`src/rtl/adder_share_arb.sv`:
```
// Shared-adder arbiter: grants one of two requesters per cycle, adds its operands and
// holds the (ADDR_W+1)-bit result in a single-entry valid/ready output register.
module adder_share_arb #(
  parameter int unsigned ADDR_W = 64,
  parameter bit          RR_EN  = 1'b1
) (
  input  logic              i_clk,
  input  logic              i_rst,
  input  logic              i_req0_valid,
  output logic              o_req0_ready,
  input  logic [ADDR_W-1:0] i_req0_a,
  input  logic [ADDR_W-1:0] i_req0_b,
  input  logic              i_req1_valid,
  output logic              o_req1_ready,
  input  logic [ADDR_W-1:0] i_req1_a,
  input  logic [ADDR_W-1:0] i_req1_b,
  output logic              o_res_valid,
  input  logic              i_res_ready,
  output logic [ADDR_W-1:0] o_res_sum,
  output logic              o_res_carry,
  output logic              o_res_id
);

  typedef enum logic {StEmpty, StFull} out_state_e;

  out_state_e        state_q, state_d;
  logic              rr_last_q, rr_last_d;
  logic [ADDR_W-1:0] sum_q, sum_d;
  logic              carry_q, carry_d;
  logic              id_q, id_d;

  logic              can_accept;
  logic              gnt0, gnt1;
  logic              accept;
  logic [ADDR_W-1:0] op_a, op_b;
  logic [ADDR_W:0]   sum_full;

  // Grant selection and operand mux; a FULL stage only frees up when the consumer takes it.
  always_comb begin
    can_accept = (state_q == StEmpty) || i_res_ready;
    gnt0       = 1'b0;
    gnt1       = 1'b0;
    if (i_req0_valid && i_req1_valid) begin
      // rr_last_q is the last requester served; the other one goes next
      if (RR_EN && !rr_last_q) begin
        gnt1 = 1'b1;
      end else begin
        gnt0 = 1'b1;
      end
    end else begin
      gnt0 = i_req0_valid;
      gnt1 = i_req1_valid;
    end
    accept   = can_accept && (gnt0 || gnt1);
    op_a     = gnt1 ? i_req1_a : i_req0_a;
    op_b     = gnt1 ? i_req1_b : i_req0_b;
    sum_full = {1'b0, op_a} + {1'b0, op_b};
  end

  // Next-state for the output stage and round-robin pointer.
  always_comb begin
    state_d   = state_q;
    rr_last_d = rr_last_q;
    sum_d     = sum_q;
    carry_d   = carry_q;
    id_d      = id_q;
    if (accept) begin
      state_d   = StFull;
      rr_last_d = gnt1;
      sum_d     = sum_full[ADDR_W-1:0];
      carry_d   = sum_full[ADDR_W];
      id_d      = gnt1;
    end else if (i_res_ready) begin
      // Result consumed with nothing new to replace it; data bits simply hold
      state_d = StEmpty;
    end
  end

  // State registers; reset points rr_last at requester 1 so requester 0 wins first.
  always_ff @(posedge i_clk or posedge i_rst) begin
    if (i_rst) begin
      state_q   <= StEmpty;
      rr_last_q <= 1'b1;
      sum_q     <= '0;
      carry_q   <= 1'b0;
      id_q      <= 1'b0;
    end else begin
      state_q   <= state_d;
      rr_last_q <= rr_last_d;
      sum_q     <= sum_d;
      carry_q   <= carry_d;
      id_q      <= id_d;
    end
  end

  // Readies are gated by reset so nothing is reported accepted while i_rst is high.
  always_comb begin
    o_req0_ready = can_accept && gnt0 && !i_rst;
    o_req1_ready = can_accept && gnt1 && !i_rst;
    o_res_valid  = (state_q == StFull);
    o_res_sum    = sum_q;
    o_res_carry  = carry_q;
    o_res_id     = id_q;
  end

endmodule

```
`config.mk`:
```
export PLATFORM = sky130hd
export DESIGN_NAME = adder_share_arb
export DESIGN_NICKNAME = d
export VERILOG_FILES = /design/src/rtl/adder_share_arb.sv
export SDC_FILE = /design/constraint.sdc
export NUM_CORES = 1
export LEC_CHECK = 0
export ABC_AREA = 1
export BUFFER_PORTS_ARGS = -buffer_cell sky130_fd_sc_hd__buf_2
export CORE_MARGIN = 2
export CORE_UTILIZATION = 40
export CTS_BUF_LIST = sky130_fd_sc_hd__clkbuf_8
export DETAILED_ROUTE_END_ITERATION = 8
export HOLD_SLACK_MARGIN = 0.08
export PLACE_DENSITY = 0.68
export SYNTH_ARGS = -nofsm -noshare
export SYNTH_HDL_FRONTEND = slang
export SYNTH_SLANG_ARGS = --single-unit
export TNS_END_PERCENT = 30
```
`constraint.sdc`:
```
create_clock -name i_clk -period 5.8 [get_ports i_clk]
set_input_delay 0.58 -clock i_clk [delete_from_list [all_inputs] [get_ports i_clk]]
set_output_delay 0.58 -clock i_clk [all_outputs]
set_load 0.05 [all_outputs]
```
; Word-level counts from Yosys, hierarchy flattened
; Index checks and enable logic that the tools add are counted.
[classes]
addsub = 1
muxes = 8
bitwise = 1
reduce_logical = 10
[ops]
columns = operator, count
row1 = 2-to-1 mux 64 bit, 2
row2 = adder 64 x 64 -> 65 bit, 1
row3 = logical AND 1 bit, 6
row4 = 2-to-1 mux 1 bit, 6
row5 = logical OR 1 bit, 2
row6 = nonzero test 2 bit, 1
row7 = logical NOT 1 bit, 1
row8 = NOT 1 bit, 1
[totals]
regBits = 68
inputBits = 261
output_inout_bits = 69
word_cells = 25

; Logic depth before layout (Yosys ltp)
[logic_depth]
word_depth = 5
ltp_mapped = 22

; Least setup slack after synthesis
; No wires, ideal clock.
[synth_timing]
path_type = reg2out
from = register state_q, in the netlist o_res_valid
to = output port o_req0_ready
arrival_ps = 3091
t_required_ps = 5220
slack_ps = 2129
stages_incl_launch_ff = 4
n_path_buf = 0
path_cell_list = dfrtp_1 -> inv_1 -> nor2_1 -> a2111oi_0
[synth_via]
elab_chain_cells = 4
[synth_lines]
columns = item, line_no
row1 = start: declaration, 26  ; out_state_e state_q, state_d;
row2 = start signal: assignment, 82  ; state_q <= StEmpty;
row3 = start signal: assignment, 88  ; state_q <= state_d;
row4 = NOT 1 bit, 40  ; can_accept = (state_q == StEmpty) || i_res_ready;
row5 = logical OR 1 bit, 40
row6 = logical AND 1 bit (2 in series), 98  ; o_req0_ready = can_accept && gnt0 && !i_rst;
row7 = end: declaration, 10  ; output logic o_req0_ready,
; Every way passes these cells.

; Worst setup path in the final report
[layout_timing]
from = register rr_last_q
to = register sum_q[46], in the netlist o_res_sum[46]
[layout_via]
elab_chain_cells = 4
[layout_lines]
columns = item, line_no
row1 = start: declaration, 27  ; logic rr_last_q, rr_last_d;
row2 = start signal: assignment, 89  ; rr_last_q <= rr_last_d;
row3 = 2-to-1 mux 1 bit, 45  ; if (RR_EN && !rr_last_q) begin
row4 = 2-to-1 mux 1 bit, 43  ; if (i_req0_valid && i_req1_valid) begin
row5 = 2-to-1 mux 64 bit (tied with other cells), 55  ; op_a = gnt1 ? i_req1_a : i_req0_a;
row6 = adder 64 x 64 -> 65 bit / logical AND 1 bit (equally long branches), "57, 54"
row7 = end signal: assignment, 90  ; sum_q <= sum_d;
row8 = end: declaration, 28  ; logic [ADDR_W-1:0] sum_q, sum_d;
; Parallel ways exist; a longest one is shown, timed or not.
; A chain may end at the register's enable or synchronous reset.

==> metrics.md <==
| Metric | Value |
|---|---|
| Status | `completed` |
| Clock Skew | `0.0108 ns` |
| Commonest non-fill, non-tap cell in the layout | `nand2_1` |
| TritonRoute pass-1 iters | `5` |
| Setup crit end kind | `flip-flop` |
| Power Density | `308 nW/µm²` |
| Worst slew pin tran | `1.07 ns` |
| CTS tree | `yes` |
| Initial Utilization | `0.406` |
| Pins Over Slew Limit | `0` |
| GP Congestion | `0.950` |
| # Post-CTS Setup Buffers | `0` |
| Cell Chain, Critical Path | `nand2_1 -> nand2_4 -> inv_4 -> nand2_1 -> nand2_1 -> ha_1 -> nand2_1 -> nor2_1 -> nand2_1 -> nor3_1 -> nand2_1 -> nand2_2 -> nand2_1 -> nand2_1 -> nand2_1 -> nand3_1 -> nand2_1` |
| CP required | `6.08 ns` |
| Layout area overhead | `21.9%` |
| Total Routed Length | `39400 µm` |
| Combinational share of power | `0.672` |
| Die Area | `26000 µm²` |
| Global-route usage over all layers | `0.301` |
| R2r setup slk | `~2.3 ns` |
| Slowest cell on crit path | `inv_4` |
| Final setup viols | `0` |
| Switching Power | `2.18 mW` |
| Number of global-route vias before repair | `11.8k` |
| Post-synthesis register bit count | `68` |
| DIE WIDTH | `161 µm` |
| HP Start | `o_res_sum[0]` |
| Mapped Cells | `1927` |
| Standard-cell row count | `57` |
| CP Class | `flip-flop to flip-flop` |
| Setup WS post-layout | `roughly 2.3 ns` |
| Crit start category | `flip-flop` |
| # DRC | `0` |
| # nets final | `2557` |
| Most frequent cells in the layout | `1064 x nand2_1, 329 x buf_2, 309 x inv_1, 103 x nor2_1, 80 x nand3_1` |
| Worst hold slack | `0.473 ns` |
| Worst path max stage delay | `0.67 ns` |
| CTS Sinks | `68` |
| Relative slew slack | `0.283` |
| Critical path launch point | `rr_last_q` |
| Sequential share of power | `0.200` |
| Detail Route Antenna Nets | `0` |
| Synth area leader | `nand2_1` |
| Reg2reg end | `o_res_sum[46]` |
| Clock root cell | `clkbuf_8` |
| Clock share of power | `0.128` |
| Setup tns final | `0 ns` |
| Mapped Area | `9880 µm²` |
| Syn nets | `roughly 2.3k` |
| Sequential area share after synthesis | `0.172` |
| Die height | `~160 µm` |
| Synth top area share | `0.405` |
| Tmin final | `3.47 ns` |
| Iteration-0 DRC count of the detailed router | `~720` |
| CTS Buf Count | `9` |
| Unrepaired setup endpoints after global routing | `no` |
| Max VDD drop | `0.203 mV` |
| Hold Path Class | `flip-flop to flip-flop` |
| Avg Cell Area, Syn | `5.13 µm²` |
| Max Cap Viol | `0` |
| Fin. Hold Viols | `0` |
| Routed vias/inst | `around 4.8` |
| Clk buf depth | `2` |
| IO Port Bufs | `329` |
| Overflow after GRT | `0` |
| Most used cell, CP | `nand2_1` |
| Post-cts repair resize count | `0` |
| Critical Path AT | `3.76 ns` |
| Leak | `a little under 8 nW` |
| Fillers | `2811` |
| DP Worst Slack | `2.03 ns` |
| Internal power | `approximately 1.5 mW` |
| Crit-path max FO | `105` |
| Post-synthesis cell type count | `34` |
| H-Tree Level Count | `3` |
| Routed vias | `12.2k` |
| Largest net degree at the start of global routing | `106` |
| CORE AREA | `roughly 24000 µm²` |
| Yosys warns | `0` |
| Layout cell share with drive strength beyond 1 | `0.181` |
| Largest cells by area after synthesis | `nand2_1 40%, dfrtp_1 17%, inv_1 12%` |
| Reg2Reg Depth | `17` |
| Post-DP HPWL | `33100 µm` |
| WL/cell | `15.4 µm` |
| Initial antenna violation count | `0` |
| Hold Buf Count CTS | `0` |
| FF-to-FF Start | `rr_last_q` |
| Max Freq | `288 MHz` |
| Skew-Pair Late Insertion Delay | `a little under 0.4 ns` |
| CP endpoint | `o_res_sum[46]` |
| Ports | `330` |
| Sw Share | `0.588` |
| First-pass GRT wire length | `61200 µm` |
| Antenna diodes | `0` |
| Worst-path clk slew | `0.10 ns` |
| Post-route clock period utilization | `0.599` |
[kinds of logic after synthesis]
family,count (synthesis),synth area share
simple gates,1326,0.541
buf+inv,358,0.136
compound gates,82,0.0429
flops,68,0.172
fa+ha+maj,65,0.0831
xor+xnor,28,0.0248
[synth_stat cells]
library cell and instances:
buf_1 6, ha_1 64, nand3_1 80, buf_2 3, inv_2 3, nor3_4 2
xnor2_1 28, and3_1 1, dfstp_2 1, nor2_2 13, and2_1 1, fa_1 1
nand3_2 8, nand2_2 16, inv_1 312, nand2_1 1065, clkbuf_1 33, nand3b_1 10
a211oi_1 1, a21o_1 1, nand4_1 11, a21oi_1 46, nor2_1 103, clkinv_1 1
nor2b_1 1, nor4_2 1, nor3_1 9, nor3_2 3, or2_2 2, o21ai_1 13
o21bai_1 2, o21ai_0 18, dfrtp_1 67, a2111oi_0 1
[how the worst min path moves through the flow]
stage	end	depth (start not counted)	slack, ns
finish	o_res_sum[0]	2	0.47
global route	o_res_id	2	0.50
CTS	o_res_valid	4	0.48
detailed placement	o_res_id	2	0.46
global placement	o_res_id	2	0.45
floorplan	rr_last_q	2	0.48
[through the flow]
step                      total power, mW  std cells   util  cell area, µm²
final                                3.71       2560  0.495           12000
after global routing                 3.97       2560  0.495           12000
after global placement               3.23       2544  0.487           11800
after CTS                            3.71       2560  0.495           12000
after floorplan                      2.48       1927      -            9880
after detailed placement             3.23       2544  0.487           11800
[power by group through the flow]
stage               Combinational [mW]  Sequential [mW]  Clock (mW)
floorplan                         1.16             1.32           0
global placement                  2.48            0.745           0
detailed placement                2.49            0.747           0
CTS                               2.49            0.741       0.480
global route                      2.71            0.762       0.496
finish                            2.49            0.743       0.473
[sequential cells by signal (all words and copies together) (netlist names)]
signal,cells
o_res_carry,1
o_res_valid,1
rr_last_q,1
o_res_sum,64
o_res_id,1
[area by class of cell]
cell class	count	area, µm²	share of cell area
clock buffer	9	124	0.0103
clock inverter	7	82.6	0.00686
inverter	316	1190	0.0987
multi-input combinational	1501	6850	0.569
sequential	68	1700	0.141
tap	324	405	0.0337
timing repair buffer	335	1690	0.140
[per-layer routing]
layer,vias up,routed length [µm],GRT usage
li1,6355,-,-
met3,37,1920,0.0324
met1,5435,17000,0.367
met5,-,0,0
met2,337,19800,0.570
met4,0,713,0.0601
[worst max-delay path: cells and delay by family (launching register included)]
family,cells,cell delay [ns]
DFF,1,0.38
adders and majority gates,1,0.27
buffers and inverters,1,0.67
and+or+nand+nor,15,1.98
No activity file was read; power rests on OpenSTA's default activity.
